`config.mk`:
```
export PLATFORM = sky130hd
export DESIGN_NAME = load_store_unit
export DESIGN_NICKNAME = d
export VERILOG_FILES = /design/src/rtl/load_store_unit_pkg.sv /design/src/rtl/load_store_unit_align.sv /design/src/rtl/load_store_unit.sv
export SDC_FILE = /design/constraint.sdc
export NUM_CORES = 1
export LEC_CHECK = 0
export CORE_MARGIN = 2
export CORE_UTILIZATION = 45
export CTS_BUF_LIST = sky130_fd_sc_hd__clkbuf_8
export DETAILED_ROUTE_END_ITERATION = 16
export GPL_ROUTABILITY_DRIVEN = 0
export PLACE_DENSITY = 0.89
export SLEW_MARGIN = 20
export SYNTH_ARGS = -nofsm -noshare
export SYNTH_HDL_FRONTEND = slang
export SYNTH_SLANG_ARGS = --single-unit
export TNS_END_PERCENT = 10
```
`constraint.sdc`:
```
create_clock -name clk_i -period 2.1 [get_ports clk_i]
set_input_delay 0.525 -clock clk_i [delete_from_list [all_inputs] [get_ports clk_i]]
set_output_delay 0.525 -clock clk_i [all_outputs]
set_load 0.05 [all_outputs]
```
`src/rtl/load_store_unit_pkg.sv`:
```
// Shared types for the load/store unit: memory op encoding and FSM states.
package core_package;

    typedef enum logic [2:0] {
        LSU_LB, LSU_LH, LSU_LW, LSU_LBU, LSU_LHU, LSU_SB, LSU_SH, LSU_SW
    } lsu_op_e;

    typedef enum logic [1:0] {
        LSU_IDLE, LSU_REQ, LSU_WAIT
    } lsu_state_e;

    function automatic logic is_store(lsu_op_e op);
        return (op == LSU_SB) || (op == LSU_SH) || (op == LSU_SW);
    endfunction

endpackage

```
`src/rtl/load_store_unit_align.sv`:
```
// Combinational lane logic: store byte-enable/data steering and misalignment check
// for the incoming op, plus byte/half extraction and extension for the latched load.
module lsu_align
    import core_package::*;
(
    input  lsu_op_e     st_op_i,
    input  logic [1:0]  st_addr_i,
    input  logic [31:0] wdata_i,
    input  lsu_op_e     ld_op_i,
    input  logic [1:0]  ld_addr_i,
    input  logic [31:0] rdata_i,
    output logic [3:0]  be_o,
    output logic [31:0] wdata_o,
    output logic        misaligned_o,
    output logic [31:0] ld_data_o
);

    logic [7:0]  byte_v;
    logic [15:0] half_v;

    always_comb begin
        be_o         = 4'b1111;
        wdata_o      = wdata_i;
        misaligned_o = 1'b0;
        case (st_op_i)
            LSU_LB, LSU_LBU, LSU_SB: begin
                be_o    = 4'b0001 << st_addr_i;
                wdata_o = {4{wdata_i[7:0]}};
            end
            LSU_LH, LSU_LHU, LSU_SH: begin
                be_o         = st_addr_i[1] ? 4'b1100 : 4'b0011;
                wdata_o      = {2{wdata_i[15:0]}};
                misaligned_o = st_addr_i[0];
            end
            default: begin
                misaligned_o = |st_addr_i;
            end
        endcase
    end

    always_comb begin
        case (ld_addr_i)
            2'd0:    byte_v = rdata_i[7:0];
            2'd1:    byte_v = rdata_i[15:8];
            2'd2:    byte_v = rdata_i[23:16];
            default: byte_v = rdata_i[31:24];
        endcase
        half_v = ld_addr_i[1] ? rdata_i[31:16] : rdata_i[15:0];
        case (ld_op_i)
            LSU_LB:  ld_data_o = {{24{byte_v[7]}}, byte_v};
            LSU_LBU: ld_data_o = {24'd0, byte_v};
            LSU_LH:  ld_data_o = {{16{half_v[15]}}, half_v};
            LSU_LHU: ld_data_o = {16'd0, half_v};
            default: ld_data_o = rdata_i;
        endcase
    end

endmodule

```
`src/rtl/load_store_unit.sv`:
```
// Memory stage: accepts one op from execute, runs a req/gnt/rvalid transaction on the
// data port and returns extended load data to writeback. All outputs are registered.
module load_store_unit
    import core_package::*;
#(
    parameter int ADDR_W = 32
) (
    input  logic              clk_i,
    input  logic              rst_ni,
    input  logic              valid_i,
    output logic              ready_o,
    input  lsu_op_e           op_i,
    input  logic [ADDR_W-1:0] addr_i,
    input  logic [31:0]       wdata_i,
    input  logic [4:0]        rd_i,
    output logic              req_o,
    input  logic              gnt_i,
    output logic              we_o,
    output logic [3:0]        be_o,
    output logic [ADDR_W-1:0] addr_o,
    output logic [31:0]       wdata_o,
    input  logic              rvalid_i,
    input  logic [31:0]       rdata_i,
    output logic              wb_valid_o,
    output logic [4:0]        wb_rd_o,
    output logic [31:0]       wb_data_o,
    output logic              done_o,
    output logic              misaligned_o,
    output logic [1:0]        dbg_state_o
);

    lsu_state_e        state_q, state_d;
    lsu_op_e           op_q, op_d;
    logic [1:0]        addr_lo_q, addr_lo_d;
    logic [4:0]        rd_q, rd_d;
    logic              req_q, req_d, we_q, we_d;
    logic [3:0]        be_q, be_d;
    logic [ADDR_W-1:0] addr_q, addr_d;
    logic [31:0]       wdata_q, wdata_d, wb_data_q, wb_data_d;
    logic [4:0]        wb_rd_q, wb_rd_d;
    logic              wb_valid_q, wb_valid_d, done_q, done_d, mis_q, mis_d;

    logic [3:0]  al_be;
    logic [31:0] al_wdata, al_ld_data;
    logic        al_mis;

    lsu_align u_align (
        .st_op_i      (op_i),
        .st_addr_i    (addr_i[1:0]),
        .wdata_i      (wdata_i),
        .ld_op_i      (op_q),
        .ld_addr_i    (addr_lo_q),
        .rdata_i      (rdata_i),
        .be_o         (al_be),
        .wdata_o      (al_wdata),
        .misaligned_o (al_mis),
        .ld_data_o    (al_ld_data)
    );

    always_ff @(posedge clk_i) begin
        if (!rst_ni) state_q <= LSU_IDLE;
        else         state_q <= state_d;
    end

    always_comb begin
        state_d = state_q;
        case (state_q)
            LSU_IDLE: if (valid_i && !al_mis) state_d = LSU_REQ;
            LSU_REQ:  if (gnt_i)              state_d = LSU_WAIT;
            LSU_WAIT: if (rvalid_i)           state_d = LSU_IDLE;
            default:                          state_d = LSU_IDLE;
        endcase
    end

    // Port and writeback values hold between transactions; only the pulses default low.
    always_comb begin
        op_d       = op_q;
        addr_lo_d  = addr_lo_q;
        rd_d       = rd_q;
        req_d      = req_q;
        we_d       = we_q;
        be_d       = be_q;
        addr_d     = addr_q;
        wdata_d    = wdata_q;
        wb_rd_d    = wb_rd_q;
        wb_data_d  = wb_data_q;
        wb_valid_d = 1'b0;
        done_d     = 1'b0;
        mis_d      = 1'b0;
        case (state_q)
            LSU_IDLE: begin
                if (valid_i) begin
                    op_d      = op_i;
                    addr_lo_d = addr_i[1:0];
                    rd_d      = rd_i;
                    if (al_mis) begin
                        done_d = 1'b1;
                        mis_d  = 1'b1;
                    end else begin
                        req_d   = 1'b1;
                        we_d    = is_store(op_i);
                        be_d    = al_be;
                        addr_d  = {addr_i[ADDR_W-1:2], 2'b00};
                        wdata_d = al_wdata;
                    end
                end
            end
            LSU_REQ: begin
                if (gnt_i) req_d = 1'b0;
            end
            LSU_WAIT: begin
                if (rvalid_i) begin
                    done_d = 1'b1;
                    if (!is_store(op_q)) begin
                        wb_valid_d = 1'b1;
                        wb_rd_d    = rd_q;
                        wb_data_d  = al_ld_data;
                    end
                end
            end
            default: req_d = 1'b0;
        endcase
    end

    always_ff @(posedge clk_i) begin
        if (!rst_ni) begin
            op_q       <= LSU_LB;
            addr_lo_q  <= 2'd0;
            rd_q       <= 5'd0;
            req_q      <= 1'b0;
            we_q       <= 1'b0;
            be_q       <= 4'd0;
            addr_q     <= '0;
            wdata_q    <= 32'd0;
            wb_rd_q    <= 5'd0;
            wb_data_q  <= 32'd0;
            wb_valid_q <= 1'b0;
            done_q     <= 1'b0;
            mis_q      <= 1'b0;
        end else begin
            op_q       <= op_d;
            addr_lo_q  <= addr_lo_d;
            rd_q       <= rd_d;
            req_q      <= req_d;
            we_q       <= we_d;
            be_q       <= be_d;
            addr_q     <= addr_d;
            wdata_q    <= wdata_d;
            wb_rd_q    <= wb_rd_d;
            wb_data_q  <= wb_data_d;
            wb_valid_q <= wb_valid_d;
            done_q     <= done_d;
            mis_q      <= mis_d;
        end
    end

    assign ready_o      = (state_q == LSU_IDLE);
    assign req_o        = req_q;
    assign we_o         = we_q;
    assign be_o         = be_q;
    assign addr_o       = addr_q;
    assign wdata_o      = wdata_q;
    assign wb_valid_o   = wb_valid_q;
    assign wb_rd_o      = wb_rd_q;
    assign wb_data_o    = wb_data_q;
    assign done_o       = done_q;
    assign misaligned_o = mis_q;
    assign dbg_state_o  = state_q;

endmodule

```
[Word level (Yosys, flattened, before mapping)]
Index checks and enable logic that the tools add are counted.
Word-level totals
  register bits: 120
  output and inout bits: 113
  bits of input ports: 109
Cells by class
  reductions and logical operators: 20
  shift operators: 1
  bitwise gates (word level): 3
  muxes and demuxes: 20
  equality and inequality tests: 21
Operator list (count)
  $pmux W32 S4: 1
  $pmux W32 S2: 1
  $eq A3 B3 Y1 const B: 8
  $pmux W8 S3: 1
  $mux W16: 1
  $reduce_and A3 Y1: 4
  $ne A2 B2 Y1 const B: 4
  $pmux W4 S2: 1
  $mux W1: 7
  $eq A3 B1 Y1 const B: 2
  $eq A3 B2 Y1 const B: 2
  $logic_not A3 Y1: 2
  $mux W2: 3
  $pmux W2 S3: 1
  $reduce_or A3 Y1: 2
  $eq A2 B1 Y1 const B: 2
  $eq A2 B2 Y1 const B: 2
  $logic_not A2 Y1: 2
  $logic_or A1 B1 Y1: 4
  $mux W4: 1
  $pmux W1 S2: 2
  $reduce_and A2 Y1: 2
  $reduce_and A4 Y1: 1
  $shl A1 B2 Y4 const A: 1
  other kinds (6): 8

[Longest topological paths before layout]
Gate-level depths: netlist of run 1.
  depth after elaboration: 7
  gate-level depth with buffers: 8

[By module]
A second synthesis of run 1 with hierarchy kept.
Unflattened totals
  cell total of the unflattened synthesis: 777
  area, all modules: 6309.8 um^2
Modules (own cells, without submodules)
  load_store_unit: times used 1, area an instance 4526.8 um^2, cells each 522, sequential area each 2402.3 um^2
  lsu_align: times used 1, area an instance 1783.0 um^2, cells each 255, sequential area each 0.0 um^2

[Least setup slack after synthesis of run 1]
Ideal clock, no wire load.
  path type: reg2reg
  start point: register state_q[0], in the netlist dbg_state_o[0]
  end point: register be_q[0], in the netlist be_o[0]
  buffers on the path: 2
  data arrival time: 1.928 ns
  library setup time: 0.122 ns
  clock period less this slack: 2.050 ns
  stages on the path, launching flop included: 7
  required time: 1.978 ns
  path slack: 0.050 ns
  path through: dfxtp_1 buf_6 or3b_4 a211oi_4 buf_6 nor2_1 o311a_1
On the way
  word-level cells in the longest chain between the ends: 2
RTL lines
  start: declaration: line load_store_unit.sv:32  | lsu_state_e state_q, state_d;
  start signal: assignment: line load_store_unit.sv:62  | else state_q <= state_d;
  $logic_not A2 Y1: line load_store_unit.sv:90  | case (state_q)
  $reduce_and A3 Y1 (no line)
  end signal: assignment: line load_store_unit.sv:132  | be_q <= 4'd0;
  end signal: assignment: line load_store_unit.sv:146  | be_q <= be_d;
  end: declaration: line load_store_unit.sv:37  | logic [3:0] be_q, be_d;
Every way passes these cells.
A chain may end at the register's enable or synchronous reset.

[Final worst setup path of run 1]
  start point: input port valid_i
  end point: register wdata_q[26], in the netlist wdata_o[26]
On the way
  word-level cells in the longest chain between the ends: 1
RTL lines
  start: declaration: line load_store_unit.sv:10  | input logic valid_i,
  $reduce_and A3 Y1 (no line)
  end signal: assignment: line load_store_unit.sv:148  | wdata_q <= wdata_d;
  end: declaration: line load_store_unit.sv:39  | logic [31:0] wdata_q, wdata_d, wb_data_q, wb_data_d;
Every way passes these cells.

==> metrics.md, run 1 <==
| Metric | Value |
|---|---|
| Status | complete, no violations |
| Leak | ~3.6 nW |
| Via Count | between 6k and 7k |
| # diodes | 0 |
| Max Cap Viol | 0 |
| Async S/R FF share, synth | 0 |
| Slew headroom | 0.516 |
| Die Footprint | between 10,000 and 15,000 µm² |
| Synth cell types | 52 |
| Max Transition Viols Final | 0 |
| Startpoint types | input port |
| WP data required | approximately 2.5 ns |
| Post-Synthesis Cells | 670 |
| First-pass GRT wire length | around 30,000 µm |
| Mapped cell area | approximately 5700 µm² |
| Worst Path Max Fanout | 32 |
| Detailed placer's ending HPWL | around 14,000 µm |
| # nets final | roughly 1.0k |
| Final Setup Violations | 0 |
| CTS hold repair buffers | 0 |
| Fmax | approximately 500 MHz |
| Initial DRC count | roughly 580 |
| Vias in the first global route | approximately 6k |
| #FFs+latches synth | between 100 and 150 |
| Die H | around 120 µm |
| Sink Count | 120 |
| Initial Utilization | 0.465 |
| Peak supply drop | 0.000528 V |
| Fin Hold WS | 0.452 ns |
| DRC violations left | 0 |
| Pre-antenna DRT Iters | 6 |
| Antenna violations before repair | 0 |
| Largest net degree at the start of global routing | 39 |
| ANT nets after route | 0 |
| Ports | roughly 220 |
| Row count | 40 |
| PwrDens | 781 nW/µm² |
| Worst Setup Path Type | input port to flip-flop |
| H-tree Lvls | 4 |
| Post-Place Cells | 1,058 |
| Seq/Total Area, Yosys | 0.425 |
| Core area | 12,200 µm² |
| Yosys warnings | 0 |
| Fin crit share | 0.949 |
| Root Buffer Master | clkbuf_8 |
| Crit path DAT | 2.35 ns |
| Post-Route WL | 19,300 µm |
| Worst slew pin tran | 0.724 ns |
| Grt ovf | 0 |
| Final hold viol count | 0 |
| Worst Clk Skew | 0.00648 ns |
| Layout cells sized above 1 | 0.159 |
| Fin cells | approximately 1.1k |
| RSZ-0062 raised after global routing | no |
| Inserted Clock Buffers | 17 |
| Worst Setup End Kind | flip-flop |
| Area growth syn-to-layout | 53.4% |
| GRT Resource Usage Total | 0.286 |
| Worst skew pair latency | ~0.45 ns |
| Clock tree buffer depth | 2 |
| Setup bufs post-CTS | 0 |
| Vias per Instance | between 5 and 6 |
| Count of buffers from port buffering | about 220 |
| CTS tree | built |
| Final core occ | 0.713 |
| Post-synth EDFFs | 0 |
| Synth Flop Type | dfxtp_1 |
| Clock transition at the registers of the reported paths | 0.07 ns |
| Min-Delay Path Class | flip-flop to flip-flop |
| Chip width | around 120 µm |
| Fin crit period | 1.99 ns |
| Avg Inst Size Synth | 8.44 µm² |
| WL/cell | approximately 18 µm |
==> cells in the final DEF (no fill, tap or decap), types with 12 or more instances in the layout <==
cell type,instances
clkdlybuf4s50_1,108
mux2i_1,12
nand2_1,76
nor3_1,26
dfxtp_1,120
nand3_1,41
a311oi_1,16
a21oi_1,105
o21ai_0,56
clkbuf_8,18
dlygate4sd2_1,90
or3_1,17
buf_4,79
==> final timing paths <==
kind	startpoint	end	slack, ns	depth (start not counted)
setup / recovery	valid_i	wdata_o[26]$_SDFFE_PN0P_	0.11	6
hold reg to reg	rd_q[4]$_SDFFE_PN0P_	wb_rd_o[4]$_SDFFE_PN0P_	0.45	2
setup reg to reg	addr_lo_q[0]$_SDFFE_PN0P_	wb_data_o[11]$_SDFFE_PN0P_	0.18	5
hold / removal	rd_q[4]$_SDFFE_PN0P_	wb_rd_o[4]$_SDFFE_PN0P_	0.45	2
==> registers in the layout, indices dropped and copies added, names as in the netlist <==
register	flops
rd_q	5
wb_rd_o	5
addr_o	30
we_o	1
dbg_state_o	2
done_o	1
wdata_o	32
addr_lo_q	2
misaligned_o	1
op_q	3
req_o	1
be_o	4
wb_valid_o	1
wb_data_o	32
==> critical path: stages <==
cell and delay (ns):
clkdlybuf4s50_1 0.50, or3b_4 0.42, a211oi_4 0.31, buf_12 0.24
nor3_1 0.07, a311oi_1 0.26
==> per-stage QoR <==
stage	cell area, µm²	total power [mW]	TNS (ns)	setup WS (ns)
6_report	8680	6.78	0	0.106
5_1_grt	8680	7.03	0	0.0180
4_1_cts	8670	6.79	0	0.0107
3_5_place_dp	8330	4.50	-22.79	-0.373
3_3_place_gp	8330	4.47	-18.25	-0.310
2_1_floorplan	5660	3.71	0	0.0500
==> timing repair <==
action,4_1_cts,5_1_grt
resized for setup,90,3
pin swaps,0,1
endpoints found under the setup margin,90,16
hold endpoints to repair,0,0
==> routing by layer <==
metal,vias up,GRT usage,routed length (µm)
met5,-,0,0
met4,0,0.153,872
met3,74,0.0861,1780
met2,345,0.470,9270
met1,2967,0.337,7420
li1,2947,-,-
==> layout make-up <==
class                           count  area, µm²
Clock buffer                       18        248
Clock inverter                     14        205
Fill cell                         984       3490
Inverter                            6       23.8
Multi-Input combinational cell    475       2910
Sequential cell                   120       2400
Tap cell                          168        210
Timing Repair Buffer              289       2680
==> power by group <==
group,switching (mW),total [mW],internal (mW)
combinational,1.16,1.87,0.717
sequential,0.0873,2.52,2.43
clock,0.954,2.38,1.43
total,2.20,6.78,4.58
==> synth_stat cells (4+ instances only) <==
master	number	area share
nor2_1	7	0.0046
clkbuf_1	42	0.028
a311oi_1	16	0.025
a21o_1	9	0.012
a211oi_1	10	0.013
a31oi_1	5	0.0055
mux2_2	9	0.018
nor2b_1	10	0.011
nand3_1	41	0.036
mux4_2	8	0.032
and4_1	8	0.012
inv_1	6	0.0040
nand2_1	76	0.050
o2111ai_1	7	0.011
or3_1	17	0.019
a21oi_1	105	0.093
buf_2	17	0.015
buf_4	5	0.0066
nand2b_1	4	0.0044
mux2i_1	12	0.021
nor3_1	26	0.023
dfxtp_1	120	0.42
buf_6	4	0.0080
o21ai_0	56	0.050
a221oi_1	9	0.014
o22ai_1	9	0.010
==> logic make-up after synthesis <==
logic type / count (synthesis) / synth area share
other: 1 / 0.000663
muxes: 29 / 0.0710
buffers and inverters: 76 / 0.0628
AOI/OAI and AO/OA: 238 / 0.254
and+or+nand+nor: 202 / 0.180
DFF: 120 / 0.425
xor gates and xnor gates: 4 / 0.00619
Power figures use the tool's default switching activity.
==> inputs of run 2 (changes only) <==
--- a/config.mk
+++ b/config.mk
@@ -6,11 +6,11 @@
 export NUM_CORES = 1
 export LEC_CHECK = 0
 export CORE_MARGIN = 2
-export CORE_UTILIZATION = 45
+export CORE_UTILIZATION = 49
 export CTS_BUF_LIST = sky130_fd_sc_hd__clkbuf_8
 export DETAILED_ROUTE_END_ITERATION = 16
 export GPL_ROUTABILITY_DRIVEN = 0
-export PLACE_DENSITY = 0.89
+export PLACE_DENSITY = 0.95
 export SLEW_MARGIN = 20
 export SYNTH_ARGS = -nofsm -noshare
 export SYNTH_HDL_FRONTEND = slang
==> constraint.sdc (replaced) <==
create_clock -name clk_i -period 2.3 [get_ports clk_i]
set_input_delay 0.575 -clock clk_i [delete_from_list [all_inputs] [get_ports clk_i]]
set_output_delay 0.575 -clock clk_i [all_outputs]
set_load 0.05 [all_outputs]
==> metrics.md, run 2 (synthesis gave the netlist of run 1 again) <==
| Metric | Value |
|---|---|
| Area growth syn-to-layout | 52.0% |
| Crit path buf inv count | 1 |
| Crit path max-delay family | buffers and inverters |
| Start point of the worst min-delay path | rd_q[1]$_SDFFE_PN0P_ |
| Largest net degree at the start of global routing | 48 |
| # diodes | 0 |
| Fin crit share | 0.971 |
| Grt ovf | 0 |
| Worst Setup Path Type | flip-flop to output pin |
| Tot Pwr | 5.85 mW |
| Pre-antenna DRT Iters | 5 |
| FF/Latch Area | roughly 2400 µm² |
| H-tree Lvls | 4 |
| RSZ-0062 raised after global routing | no |
| Hold depth | 2 |
| WP data required | 1.73 ns |
| PwrDens | roughly 680 nW/µm² |
| Worst Clk Skew | between 0.01 and 0.015 ns |
| Worst Path Max Fanout | 2 |
| Final Setup Violations | 0 |
| Startpoint types | flip-flop |
| Slew headroom | 0.495 |
| Most frequent cells in the layout | clkdlybuf4s50_1, dfxtp_1, a21oi_1 |
| Fmax | 448 MHz |
| Post-Route WL | roughly 20,000 µm |
| Path depth of the worst reg2reg path | 5 |
| Leak | 3.11 nW |
| Hold EP | wb_rd_o[1]$_SDFFE_PN0P_ |
| Vias per Instance | 6.10 |
| Ports | 222 |
| Final hold viol count | 0 |
| Detailed placer's ending HPWL | around 14,000 µm |
| Commonest non-fill, non-tap cell in the layout | clkdlybuf4s50_1 |
| Initial Utilization | 0.500 |
| Max Cap Viol | 0 |
| Slowest Stage Delay on Critical Path | between 0.8 and 0.9 ns |
| CTS hold repair buffers | 0 |
| Reg-to-Reg End | wb_data_o[22]$_SDFFE_PN0P_ |
| Inserted Clock Buffers | 17 |
| Core area | 11,300 µm² |
| Clock tree buffer depth | 2 |
| Die H | 111 µm |
| Final WS setup | about 0.067 ns |
| Worst slew pin tran | between 0.7 and 0.8 ns |
| FF-to-FF setup slack | about 0.25 ns |
| Multi-input gate area | slightly below 3000 µm² |
| Die Footprint | around 12,000 µm² |
| # nets final | a little over 1k |
| Via Count | approximately 6.4k |
| Crit path DAT | ~1.7 ns |
| Crit-path cells | clkdlybuf4s50_1 |
| Setup bufs post-CTS | 0 |
| Fin crit period | 2.23 ns |
| Min-Delay Path Class | flip-flop to flip-flop |
| CP max-delay cell | clkdlybuf4s50_1 |
| Status | complete, no violations |
| Place WS | -0.256 ns |
| DRC violations left | 0 |
| First-pass GRT wire length | just over 30,000 µm |
| Worst skew pair latency | between 0.4 and 0.5 ns |
| ANT nets after route | 0 |
| Layout cells sized above 1 | 0.130 |
| PostCTS Resize Cnt | 0 |
| CTS tree | built |
| Worst Setup End Kind | output pin |
| Max Transition Viols Final | 0 |
| Initial DRC count | around 700 |
| Reg2Reg Launch Point | op_q[2]$_SDFFE_PN0P_ |
| Filler Cell Count | roughly 760 |
| Count of buffers from port buffering | approximately 220 |
| Antenna violations before repair | 0 |
| Root Buffer Master | clkbuf_8 |
| Chip width | roughly 110 µm |
| GRT Resource Usage Total | 0.308 |
| WL/cell | around 19 µm |
| Row count | 39 |
| Clock transition at the registers of the reported paths | approximately 0.070 ns |
| Sink Count | 120 |
| Peak supply drop | 0.000375 V |
| Vias in the first global route | 6,265 |
==> run 2: cell count changes in the layout (fill, tap and decap cells not counted), sizes merged <==
| cell | delta |
|---|---|
| dlymetal6s2s | -1 |
| buf | -25 |
| clkdlybuf4s50 | +108 |
| inv | +1 |
| dlygate4sd2 | -90 |
| clkbuf | -1 |
| bufinv | -3 |
==> run 2: area by class of cell <==
cell class,count,share of cell area
Tap cell,143,0.0208
Clock inverter,12,0.0134
Timing Repair Buffer,281,0.318
Sequential cell,120,0.279
Clock buffer,17,0.0272
Multi-Input combinational cell,475,0.338
Inverter,6,0.00276
==> run 2: per-stage QoR <==
step	TNS (ns)	util	std cells	hold slack (ns)	instance area, µm²
4_1_cts	0	0.760	1054	0.456	8600
2_1_floorplan	0	-	671	0.432	5660
6_report	0	0.760	1054	0.456	8600
3_5_place_dp	-11.99	0.729	1025	0.447	8250
5_1_grt	0	0.760	1054	0.468	8600
3_3_place_gp	-7.76	0.729	1025	0.442	8250
==> run 2: worst max-delay path by stage <==
stage | slack (ns) | cells past startpoint | from | endpoint
final | 0.07 | 1 | be_o[1]$_SDFFE_PN0P_ | be_o[1]
after global placement | -0.17 | 6 | valid_i | addr_o[6]$_SDFFE_PN0P_
after global routing | 0.04 | 1 | be_o[1]$_SDFFE_PN0P_ | be_o[1]
after floorplan | 0.25 | 6 | dbg_state_o[0]$_SDFFE_PN0P_ | be_o[0]$_SDFFE_PN0P_
after detailed placement | -0.26 | 6 | op_i[0] | wdata_o[15]$_SDFFE_PN0P_
after CTS | 0.05 | 1 | be_o[1]$_SDFFE_PN0P_ | be_o[1]
==> run 2: power breakdown <==
part	total, mW	leakage (nW)	internal [mW]	switching, mW
logic	1.77	1.95	0.722	1.05
registers	2.32	0.981	2.22	0.0981
clock network	1.75	0.181	0.923	0.830
==> run 2: routing by layer <==
metal / part of all wire / wire length [µm] / up-vias / global-route usage
met3: 0.092 / 1810 / 89 / 0.0795
met4: 0.053 / 1050 / 0 / 0.182
met1: 0.37 / 7380 / 2999 / 0.359
met2: 0.48 / 9460 / 409 / 0.514
li1: - / - / 2933 / -
met5: 0 / 0 / - / 0
